$ cat config.mk
export PLATFORM = sky130hd
export DESIGN_NAME = dsram_bridge
export DESIGN_NICKNAME = d
export VERILOG_FILES = /design/src/rtl/dsram_bridge_pkg.sv /design/src/rtl/dsram_bridge_perf.sv /design/src/rtl/dsram_bridge.sv
export SDC_FILE = /design/constraint.sdc
export NUM_CORES = 1
export LEC_CHECK = 0
export CAP_MARGIN = 20
export CELL_PAD_IN_SITES_DETAIL_PLACEMENT = 0
export CELL_PAD_IN_SITES_GLOBAL_PLACEMENT = 1
export CORE_MARGIN = 3
export CORE_UTILIZATION = 34
export DETAILED_ROUTE_END_ITERATION = 8
export PLACE_DENSITY = 0.95
export SYNTH_ARGS = -nofsm -noshare
export SYNTH_HDL_FRONTEND = slang
export SYNTH_SLANG_ARGS = --single-unit
$ cat constraint.sdc
create_clock -name clk -period 6.2 [get_ports clk]
set_clock_uncertainty 0.15 [all_clocks]
set_input_delay 1.24 -clock clk [delete_from_list [all_inputs] [get_ports clk]]
set_output_delay 1.24 -clock clk [all_outputs]
set_load 0.01 [all_outputs]
$ cat src/rtl/dsram_bridge_pkg.sv
// Shared types for the memory-stage data port bridge: stage request structs,
// access size encodings, bus payload and FSM state.
package dsram_bridge_pkg;

  localparam int unsigned ADDR_W = 32;
  localparam int unsigned DATA_W = 32;
  localparam int unsigned SIZE_W = 2;
  localparam int unsigned PERF_W = 32;

  localparam logic [SIZE_W-1:0] MSIZE_B = 2'd0;
  localparam logic [SIZE_W-1:0] MSIZE_H = 2'd1;
  localparam logic [SIZE_W-1:0] MSIZE_W = 2'd2;

  typedef struct packed {
    logic              ren;
    logic [ADDR_W-1:0] addr;
    logic [SIZE_W-1:0] size;
  } m_r_t;

  typedef struct packed {
    logic              wen;
    logic [ADDR_W-1:0] addr;
    logic [SIZE_W-1:0] size;
    logic [DATA_W-1:0] wdata;
  } m_w_t;

  typedef struct packed {
    logic              wr;
    logic [SIZE_W-1:0] size;
    logic [ADDR_W-1:0] addr;
    logic [DATA_W-1:0] wdata;
  } bus_req_t;

  typedef enum logic [1:0] {
    ST_IDLE = 2'd0,
    ST_ADDR = 2'd1,
    ST_DATA = 2'd2,
    ST_DONE = 2'd3
  } dsram_state_t;

  // Write side wins when both are raised; reads carry no write data.
  function automatic bus_req_t decode_req(input m_r_t r, input m_w_t w);
    bus_req_t b;
    if (w.wen) begin
      b.wr    = 1'b1;
      b.size  = w.size;
      b.addr  = w.addr;
      b.wdata = w.wdata;
    end else begin
      b.wr    = 1'b0;
      b.size  = r.size;
      b.addr  = r.addr;
      b.wdata = '0;
    end
    return b;
  endfunction

endpackage

$ cat src/rtl/dsram_bridge_perf.sv
// Saturating bus-accept and stall-cycle counters for dsram_bridge.
// Only compiled when DSRAM_BRIDGE_PERF_EN is defined.
`ifdef DSRAM_BRIDGE_PERF_EN
module dsram_bridge_perf
  import dsram_bridge_pkg::*;
(
  input  logic              clk,
  input  logic              resetn,
  input  logic              acc_inc,
  input  logic              wait_inc,
  output logic [PERF_W-1:0] perf_acc,
  output logic [PERF_W-1:0] perf_wait
);

  localparam logic [PERF_W-1:0] SAT = '1;

  always_ff @(posedge clk or negedge resetn) begin
    if (!resetn) begin
      perf_acc  <= '0;
      perf_wait <= '0;
    end else begin
      if (acc_inc && (perf_acc != SAT)) perf_acc <= perf_acc + PERF_W'(1);
      if (wait_inc && (perf_wait != SAT)) perf_wait <= perf_wait + PERF_W'(1);
    end
  end

endmodule
`endif

$ cat src/rtl/dsram_bridge.sv
// Memory-stage data port to SRAM-like data bus bridge with hazard stall.
// Define DSRAM_BRIDGE_PERF_EN to add perf_acc/perf_wait counters.
module dsram_bridge
  import dsram_bridge_pkg::*;
(
  input  logic              clk,
  input  logic              resetn,
  input  m_r_t              mread,
  input  m_w_t              mwrite,
  output logic [DATA_W-1:0] rd,
  output logic              d_stall,
  input  logic              stallM,
  input  logic              flushM,
  output logic              data_req,
  output logic              data_wr,
  output logic [SIZE_W-1:0] data_size,
  output logic [ADDR_W-1:0] data_addr,
  output logic [DATA_W-1:0] data_wdata,
  input  logic              data_addr_ok,
  input  logic              data_data_ok,
  input  logic [DATA_W-1:0] data_rdata
`ifdef DSRAM_BRIDGE_PERF_EN
  ,
  output logic [PERF_W-1:0] perf_acc,
  output logic [PERF_W-1:0] perf_wait
`endif
);

  dsram_state_t      state, state_nxt;
  bus_req_t          req_cur, req_lat, req_lat_nxt, bus;
  logic              flush_pend, flush_pend_nxt, flush_any;
  logic              access, issue;
  logic [DATA_W-1:0] rd_nxt;

  // Issue is gated by resetn so the zero-cycle path also goes quiet in reset.
  assign access    = mread.ren | mwrite.wen;
  assign issue     = access & ~flushM & resetn;
  assign req_cur   = decode_req(mread, mwrite);
  assign flush_any = flush_pend | flushM;

  always_ff @(posedge clk or negedge resetn) begin
    if (!resetn) begin
      state      <= ST_IDLE;
      req_lat    <= '0;
      flush_pend <= 1'b0;
      rd         <= '0;
    end else begin
      state      <= state_nxt;
      req_lat    <= req_lat_nxt;
      flush_pend <= flush_pend_nxt;
      rd         <= rd_nxt;
    end
  end

  // A flushed transaction still drains to data_ok, then skips DONE.
  always_comb begin
    state_nxt      = state;
    req_lat_nxt    = req_lat;
    flush_pend_nxt = flush_pend;
    rd_nxt         = rd;
    bus            = '0;
    data_req       = 1'b0;
    d_stall        = 1'b0;
    case (state)
      ST_IDLE: begin
        if (issue) begin
          data_req       = 1'b1;
          d_stall        = 1'b1;
          bus            = req_cur;
          req_lat_nxt    = req_cur;
          flush_pend_nxt = 1'b0;
          if (data_addr_ok && data_data_ok) begin
            state_nxt = ST_DONE;
            if (!req_cur.wr) rd_nxt = data_rdata;
          end else if (data_addr_ok) begin
            state_nxt = ST_DATA;
          end else begin
            state_nxt = ST_ADDR;
          end
        end
      end
      ST_ADDR: begin
        data_req       = 1'b1;
        d_stall        = 1'b1;
        bus            = req_lat;
        flush_pend_nxt = flush_any;
        if (data_addr_ok) begin
          if (data_data_ok) begin
            flush_pend_nxt = 1'b0;
            state_nxt      = flush_any ? ST_IDLE : ST_DONE;
            if (!flush_any && !req_lat.wr) rd_nxt = data_rdata;
          end else begin
            state_nxt = ST_DATA;
          end
        end
      end
      ST_DATA: begin
        d_stall        = 1'b1;
        flush_pend_nxt = flush_any;
        if (data_data_ok) begin
          flush_pend_nxt = 1'b0;
          state_nxt      = flush_any ? ST_IDLE : ST_DONE;
          if (!flush_any && !req_lat.wr) rd_nxt = data_rdata;
        end
      end
      ST_DONE: begin
        if (!stallM) state_nxt = ST_IDLE;
      end
      default: state_nxt = ST_IDLE;
    endcase
  end

  assign data_wr    = bus.wr;
  assign data_size  = bus.size;
  assign data_addr  = bus.addr;
  assign data_wdata = bus.wdata;

`ifdef DSRAM_BRIDGE_PERF_EN
  dsram_bridge_perf u_perf (
    .clk      (clk),
    .resetn   (resetn),
    .acc_inc  (data_req & data_addr_ok),
    .wait_inc (d_stall),
    .perf_acc (perf_acc),
    .perf_wait(perf_wait)
  );
`endif

endmodule

==> results.toml, run 1 <==
[grt]
grt_pass1_wl_mm = 21.7
grt_pass1_vias = 4299
grt_overflow_total = 0
grt_max_degree = 60
grt_util_all_layers = 0.164
antenna_found_initial = 0

[sta]
setup_viol = 0
worst_slew_pin_slew_ns = 1.06
finalHoldWorstSlack_ns = 0.329
finalMaxSlewViolations = 0
slew_headroom = 0.293
grt_setup_unrepaired = "false"
max_freq_mhz = 194
timing.final.crit_share = 0.833
min_period_ns = 5.17
hold_viol = 0
tns_ns = 0

[cells_and_area]
area_delta_synth_final_pct = 55.6
num-nets-final = 783
antenna_cells = 0
drive_gt1_frac = 0.109

[placement]
dp_hpwl_mm = 10.4
port_buffers = 240
place_congestion = 0.849

[cts]
clock-root-buffer = "clkbuf_16"
cts_made_buffers = 9
clock_latency_ns = 0.34
clock-sinks = 102
cts_tree = "built"
clk_pin_slew_ns = 0.06
ctsHtreeMaxLevel = 3
cts_setup_buffers = 0
cts_hold_buf = 0
cts.path.max_buffers = 2
post_cts_resized = 0

[die]
die_x_um = 128
row_count = 44
dieArea_mm2 = 0.0164
initial_utilization = 0.348
io_pins = 241
core_mm2 = 0.0146
die_y_um = 128

[pwr]
pwr-share-comb = 0.511
ir_drop_mv = 0.270
power_switching_mw = 1.12
clockPowerShare = 0.149
netSwitchingFraction = 0.323
p_seq_frac = 0.340
power.density_mw_per_mm2 = 440
leakage_nw = 3.89
p_int_mw = 2.35

[synthesis]
synthTopCellsByCount = "dfrtp_1 (102), a21o_1 (70), a22o_1 (64)"
async_flop_share = 1.00
synth_cells = 409
synth_top_cell_area_share = 0.503
synth_area_leader_cell = "dfrtp_1"
synth_most_common_cell = "dfrtp_1"
syn-num-nets = 554
synth-edff-count = 0
syn_area_per_cell_um2 = 12.4
yosysUniqueCellTypes = 32
ys_ff_latch = 102
yosysSeqAreaShare = 0.503
mappedNetlistArea_mm2 = 0.00507
synth_top_flop_cell = "dfrtp_1"
synth_warnings = 0
ys_top_cells_by_area = "dfrtp_1 (50%), a22o_1 (11%), a21o_1 (10%)"

[routing]
ant_nets = 0
first_iter_violations = 177
routed_wl_mm = 13.9
vias = 4153
dr.pass1.iters = 4
via_per_inst = 5.02
drc = 0
wl_per_cell_um = 16.8

[critical_path]
startpoint_type = "primary input"
critPathKind = "in2out"
required_ns = 4.81
r2r-start = "state[1]"
arrival_ns = 3.78
path_max_fanout = 59
endpoint_kind = "output port"
crit_start = "flushM"
r2r_cells = 7

[min_path]
hold_path_class = "reg2reg"
worstHoldStart = "req_lat[38]"
min_path_cells = 1

[run]
maxCapViolCount = 0

[run_status]
outcome = "finished clean"
==> final timing paths <==
check | end | slack, ns
max reg2reg | rd[0] | 3.47
min | req_lat[38] | 0.33
min reg2reg | req_lat[38] | 0.33
max | data_wdata[12] | 1.03
min in group asynchronous | req_lat[34] | 0.88
max in group asynchronous | req_lat[10] | 3.88
==> stage by stage <==
| step | cells | utilization | cell area, um2 | power [mW] | setup slack [ns] |
|---|---|---|---|---|---|
| 2_1_floorplan | 409 | - | 5070 | 2.19 | 2.62 |
| 6_report | 827 | 0.541 | 7890 | 3.47 | 1.03 |
| 4_1_cts | 827 | 0.541 | 7890 | 3.52 | 1.07 |
| 3_3_place_gp | 811 | 0.523 | 7620 | 2.92 | 1.13 |
| 3_5_place_dp | 811 | 0.523 | 7620 | 2.98 | 1.07 |
| 5_1_grt | 827 | 0.541 | 7890 | 3.69 | 0.898 |
==> routing by layer <==
layer  share of wire  track usage
met2            0.49        0.270
met4           0.019       0.0593
met1            0.42        0.207
met5               0            0
met3           0.079       0.0454
==> kinds of logic (layout without fill, tap and decap cells) <==
group           count (synthesis)  count (layout)  synth area share
compound gates                147             147             0.237
flops                         102             102             0.503
fa+ha+maj                       5               5            0.0123
buf+inv                        40             274            0.0409
simple gates                   47              47            0.0419
mux                            68              68             0.165
==> sequential cells by signal (all words and copies together), names as in the netlist <==
| name | count |
|---|---|
| flush_pend | 1 |
| rd | 32 |
| req_lat | 67 |
| state | 2 |
==> cell type report <==
cell class                      instances  area [um2]
Tap cell                              184         230
Timing Repair Buffer                  251        2480
Clock inverter                          4        32.5
Inverter                                7        26.3
Sequential cell                       102        2550
Multi-Input combinational cell        267        2340
Clock buffer                           12         236
Fill cell                            1225        6700
==> power groups by stage <==
stage                     Clock (mW)  Combinational (mW)  Sequential (mW)
after floorplan                    0               0.991             1.20
after global placement             0                1.74             1.18
after detailed placement           0                1.80             1.18
after CTS                      0.539                1.80             1.18
after global routing           0.566                1.90             1.22
final                          0.517                1.77             1.18
==> worst max-delay path, cell delays in order <==
cell	delay, ns
clkdlybuf4s50_1	0.52
and3b_1	0.32
and2_2	0.87
a22o_1	0.26
clkdlybuf4s50_1	0.54
==> cells in the final DEF, fill, tap and decap left out, types with 5 or more instances in the layout <==
master	n
mux2_4	30
nor2_1	36
inv_1	7
buf_4	12
nand2_1	5
a22o_1	64
clkdlybuf4s50_1	238
dfrtp_1	102
clkbuf_16	9
a21o_1	70
mux2i_1	34
(Power assumes the default switching activity.)
==> run 2: changes to the inputs <==
Settings changed: CORE_UTILIZATION 34 to 28, PLACE_DENSITY 0.95 to 0.86.
Clock period 6.2 ns to 4.5 ns, I/O delays scaled along.
==> results.toml, run 2 (synthesis results as in run 1) <==
[run_status]
outcome = "finished clean"

[routing]
drc = 0
vias = 4137
dr.pass1.iters = 4
routed_wl_mm = 14.3
first_iter_violations = 129
wl_per_cell_um = 16.6
ant_nets = 0
via_per_inst = 4.78

[critical_path]
arrival_ns = 2.97
required_ns = 3.45
max_stage_delay_ns = 0.57
endpoint_kind = "output port"
path_max_fanout = 66
critPathKind = "in2out"
cpMostUsedCell = "clkdlybuf4s50_1"
crit_slowest_cell = "clkdlybuf4s50_1"
worstPathCellList = "clkdlybuf4s50_1, and3b_1, and2_2, buf_12, a22o_1, clkdlybuf4s50_1"
path_buf_inv = 3
crit_family = "buffers and inverters"
startpoint_type = "primary input"

[cells_and_area]
mostFrequentLayoutCells = "clkdlybuf4s50_1 (238), dfrtp_1 (102), a21o_1 (70)"
antenna_cells = 0
area_delta_synth_final_pct = 57.9
fillers = 1600
top_register = "req_lat"
num-nets-final = 780
final_common_cell = "clkdlybuf4s50_1"
largest_reg_flops = 67
fin_cells = 865
utilization = 0.457
reg_top3 = "req_lat: 67 flops, rd: 32 flops, state: 2 flops"
drive_gt1_frac = 0.106

[sta]
slew_headroom = 0.477
hold_viol = 0
grt_setup_unrepaired = "false"
setup_viol = 0
timing.final.crit_share = 0.894
worst_slew_pin_slew_ns = 0.784
max_freq_mhz = 249
finalMaxSlewViolations = 0
min_period_ns = 4.02
tns_ns = 0
finalHoldWorstSlack_ns = 0.328

[run]
maxCapViolCount = 0

[grt]
grt_util_all_layers = 0.140
grt_overflow_total = 0
antenna_found_initial = 0
grt_pass1_vias = 4314
grt_pass1_wl_mm = 22.5
grt_max_degree = 67

[die]
core_mm2 = 0.0175
dieArea_mm2 = 0.0198
die_y_um = 141
die_x_um = 141
row_count = 48
initial_utilization = 0.289
io_pins = 241

[cts]
cts_tree = "built"
cts_setup_buffers = 0
cts.path.max_buffers = 2
clock-sinks = 102
ctsHtreeMaxLevel = 3
clk_pin_slew_ns = 0.06
clock_latency_ns = 0.34
post_cts_resized = 0
clock-root-buffer = "clkbuf_16"
cts_made_buffers = 9
cts_hold_buf = 0

[placement]
place_congestion = 0.763
port_buffers = 240
dp.cells = 849
dp_hpwl_mm = 10.5

[pwr]
total_power_mw = 4.87
power.density_mw_per_mm2 = 608
leakage_nw = 3.92
ir_drop_mv = 0.421

[min_path]
hold_path_class = "reg2reg"
-- run 2: cell types whose count changed in the layout (fill, tap and decap cells not counted) --
cell,before,now
clkinv_2,0,1
clkinvlp_4,2,1
bufinv_16,0,1
clkbuf_1,3,2
inv_6,1,0
clkinv_4,1,2
buf_4,12,4
buf_12,0,5
-- run 2: layout make-up --
type	count	area (um2)	area share
clock buffer	11	233	0.0291
inverter	7	26.3	0.00328
clock inverter	5	60.1	0.00750
tap	225	282	0.0352
multi-input combinational	267	2340	0.292
timing repair buffer	248	2520	0.314
sequential	102	2550	0.319
-- run 2: worst paths after layout --
kind / from / to / slack [ns] / cells after the start
worst max register to register: state[1] / rd[0] / 1.48 / 7
worst min-delay path: req_lat[52] / req_lat[52] / 0.33 / 1
worst min register to register: req_lat[52] / req_lat[52] / 0.33 / 1
min in group asynchronous: resetn / req_lat[38] / 0.60 / 2
max in group asynchronous: resetn / rd[20] / 2.47 / 3
worst max-delay path: flushM / data_wdata[30] / 0.48 / 6
-- run 2: metrics by stage --
stage          cell area [um2]  setup slack [ns]
3_3_place_gp              7720             0.540
4_1_cts                   8010             0.512
6_report                  8010             0.478
2_1_floorplan             5070              1.60
3_5_place_dp              7720             0.507
5_1_grt                   8010             0.390
-- run 2: report_power, final --
group	total, mW	internal [mW]	leakage (nW)	switching [mW]
sequential	1.63	1.37	1.26	0.265
combinational	2.46	1.51	2.52	0.955
clock	0.771	0.433	0.140	0.339
total	4.87	3.31	3.92	1.56
-- run 2: worst register-to-register path, cell delays in order, from the launching register on --
cell	delay (ns)
dfrtp_1	0.43
inv_1	0.10
ha_2	0.69
nand2b_1	0.23
o2bb2ai_2	0.19
o2111ai_4	0.28
buf_4	0.46
mux2_2	0.39
-- run 2: metal layers --
metal	up-vias	wire length [um]	track usage
li1	1952	-	-
met1	1990	6040	0.175
met2	175	6740	0.232
met4	0	272	0.0495
met3	20	1270	0.0417
met5	-	0	0
==> run 3: changes to the inputs <==
Settings changed: CORE_MARGIN 3 to 2.
==> results.toml, run 3 (synthesis results as in run 1) <==
[cells_and_area]
top_register = "req_lat"
regArea_mm2 = 0.00255
reg_top3 = "req_lat: 67 flops, rd: 32 flops, state: 2 flops"
final_common_cell = "clkdlybuf4s50_1"
largest_reg_flops = 67
area_delta_synth_final_pct = 57.7
mostFrequentLayoutCells = "clkdlybuf4s50_1 (238), dfrtp_1 (102), a21o_1 (70)"
drive_gt1_frac = 0.111
antenna_cells = 0
multi_input_area_mm2 = 0.00234
design_area_mm2 = 0.00800
num-nets-final = 782
fillers = 1656
utilization = 0.448

[cts]
cts_made_buffers = 9
clock-sinks = 102
cts_hold_buf = 0
cts_tree = "built"
clock-root-buffer = "clkbuf_16"
cts_setup_buffers = 0
ctsHtreeMaxLevel = 3
clk_pin_slew_ns = 0.06
post_cts_resized = 0
cts.path.max_buffers = 2
clock_latency_ns = 0.35

[routing]
dr.pass1.iters = 4
routed_wl_mm = 14.0
vias = 4195
via_per_inst = 4.82
ant_nets = 0
wl_per_cell_um = 16.1
drc = 0
first_iter_violations = 147

[critical_path]
worstPathCellList = "clkdlybuf4s50_1, and3b_1, and2_2, buf_12, a22o_1, clkdlybuf4s50_1"
crit_slowest_cell = "clkdlybuf4s50_1"
max_stage_delay_ns = 0.55
path_buf_inv = 3
critPathKind = "in2out"
required_ns = 3.45
crit_family = "buffers and inverters"
path_max_fanout = 66
arrival_ns = 3.00
endpoint_kind = "output port"
startpoint_type = "primary input"
cpMostUsedCell = "clkdlybuf4s50_1"

[sta]
finalWorstSetupSlack_ns = 0.453
slew_headroom = 0.322
tns_ns = 0
setup_viol = 0
worst_slew_pin_slew_ns = 1.02
max_freq_mhz = 247
finalMaxSlewViolations = 0
timing.final.crit_share = 0.899
finalHoldWorstSlack_ns = 0.328
grt_setup_unrepaired = "false"
hold_viol = 0
min_period_ns = 4.05

[die]
core_mm2 = 0.0178
die_x_um = 139
io_pins = 241
dieArea_mm2 = 0.0192
row_count = 49
initial_utilization = 0.284
die_y_um = 139

[placement]
dp_hpwl_mm = 10.3
post_dp_cell_area_mm2 = 0.00772
port_buffers = 240
pre_cts_ws_ns = 0.461
place_congestion = 0.822

[run_status]
outcome = "finished clean"

[grt]
grt_pass1_wl_mm = 22.9
grt_max_degree = 67
grt_pass1_vias = 4423
antenna_found_initial = 0
grt_util_all_layers = 0.146
grt_overflow_total = 0

[pwr]
power.density_mw_per_mm2 = 603
leakage_nw = 3.91
ir_drop_mv = 0.357

[run]
maxCapViolCount = 0

[min_path]
hold_path_class = "reg2reg"
-- run 3: stage by stage --
| stage | power (mW) | std cells |
|---|---|---|
| CTS | 4.89 | 871 |
| global placement | 4.06 | 855 |
| finish | 4.82 | 871 |
| global route | 5.12 | 871 |
| detailed placement | 4.12 | 855 |
| floorplan | 3.01 | 409 |
-- run 3: final timing paths --
| path | cells past startpoint | end | from | slack [ns] |
|---|---|---|---|---|
| worst max register to register | 7 | rd[27] | state[1] | 1.55 |
| min in group asynchronous | 2 | req_lat[61] | resetn | 0.54 |
| worst min-delay path | 1 | req_lat[40] | req_lat[40] | 0.33 |
| worst min register to register | 1 | req_lat[40] | req_lat[40] | 0.33 |
| worst max-delay path | 6 | data_wdata[5] | flushM | 0.45 |
| max in group asynchronous | 3 | req_lat[21] | resetn | 2.49 |
-- run 3: worst register-to-register path, delay by kind of cell, from the launching register on --
kind	cells	cell delay [ns]
flops	1	0.43
buf+inv	2	0.47
simple gates	1	0.22
fa+ha+maj	1	0.63
compound gates	2	0.62
mux	1	0.32
-- run 3: report_power, final --
group	switching, mW	internal, mW
Sequential	0.261	1.37
Combinational	0.947	1.52
Clock	0.352	0.379
Total	1.56	3.26
-- run 3: area by class of cell --
type | count | area share
clock inverter | 6 | 0.00594
clock buffer | 10 | 0.0286
tap | 229 | 0.0358
multi-input combinational | 267 | 0.292
timing repair buffer | 250 | 0.315
inverter | 7 | 0.00328
sequential | 102 | 0.319
-- run 3: metal layers --
metal / track usage / up-vias / wire length (um)
met2: 0.247 / 154 / 7030
met1: 0.179 / 2078 / 5870
met5: 0 / - / 0
met3: 0.0532 / 11 / 1020
met4: 0.0311 / 0 / 135
li1: - / 1952 / -
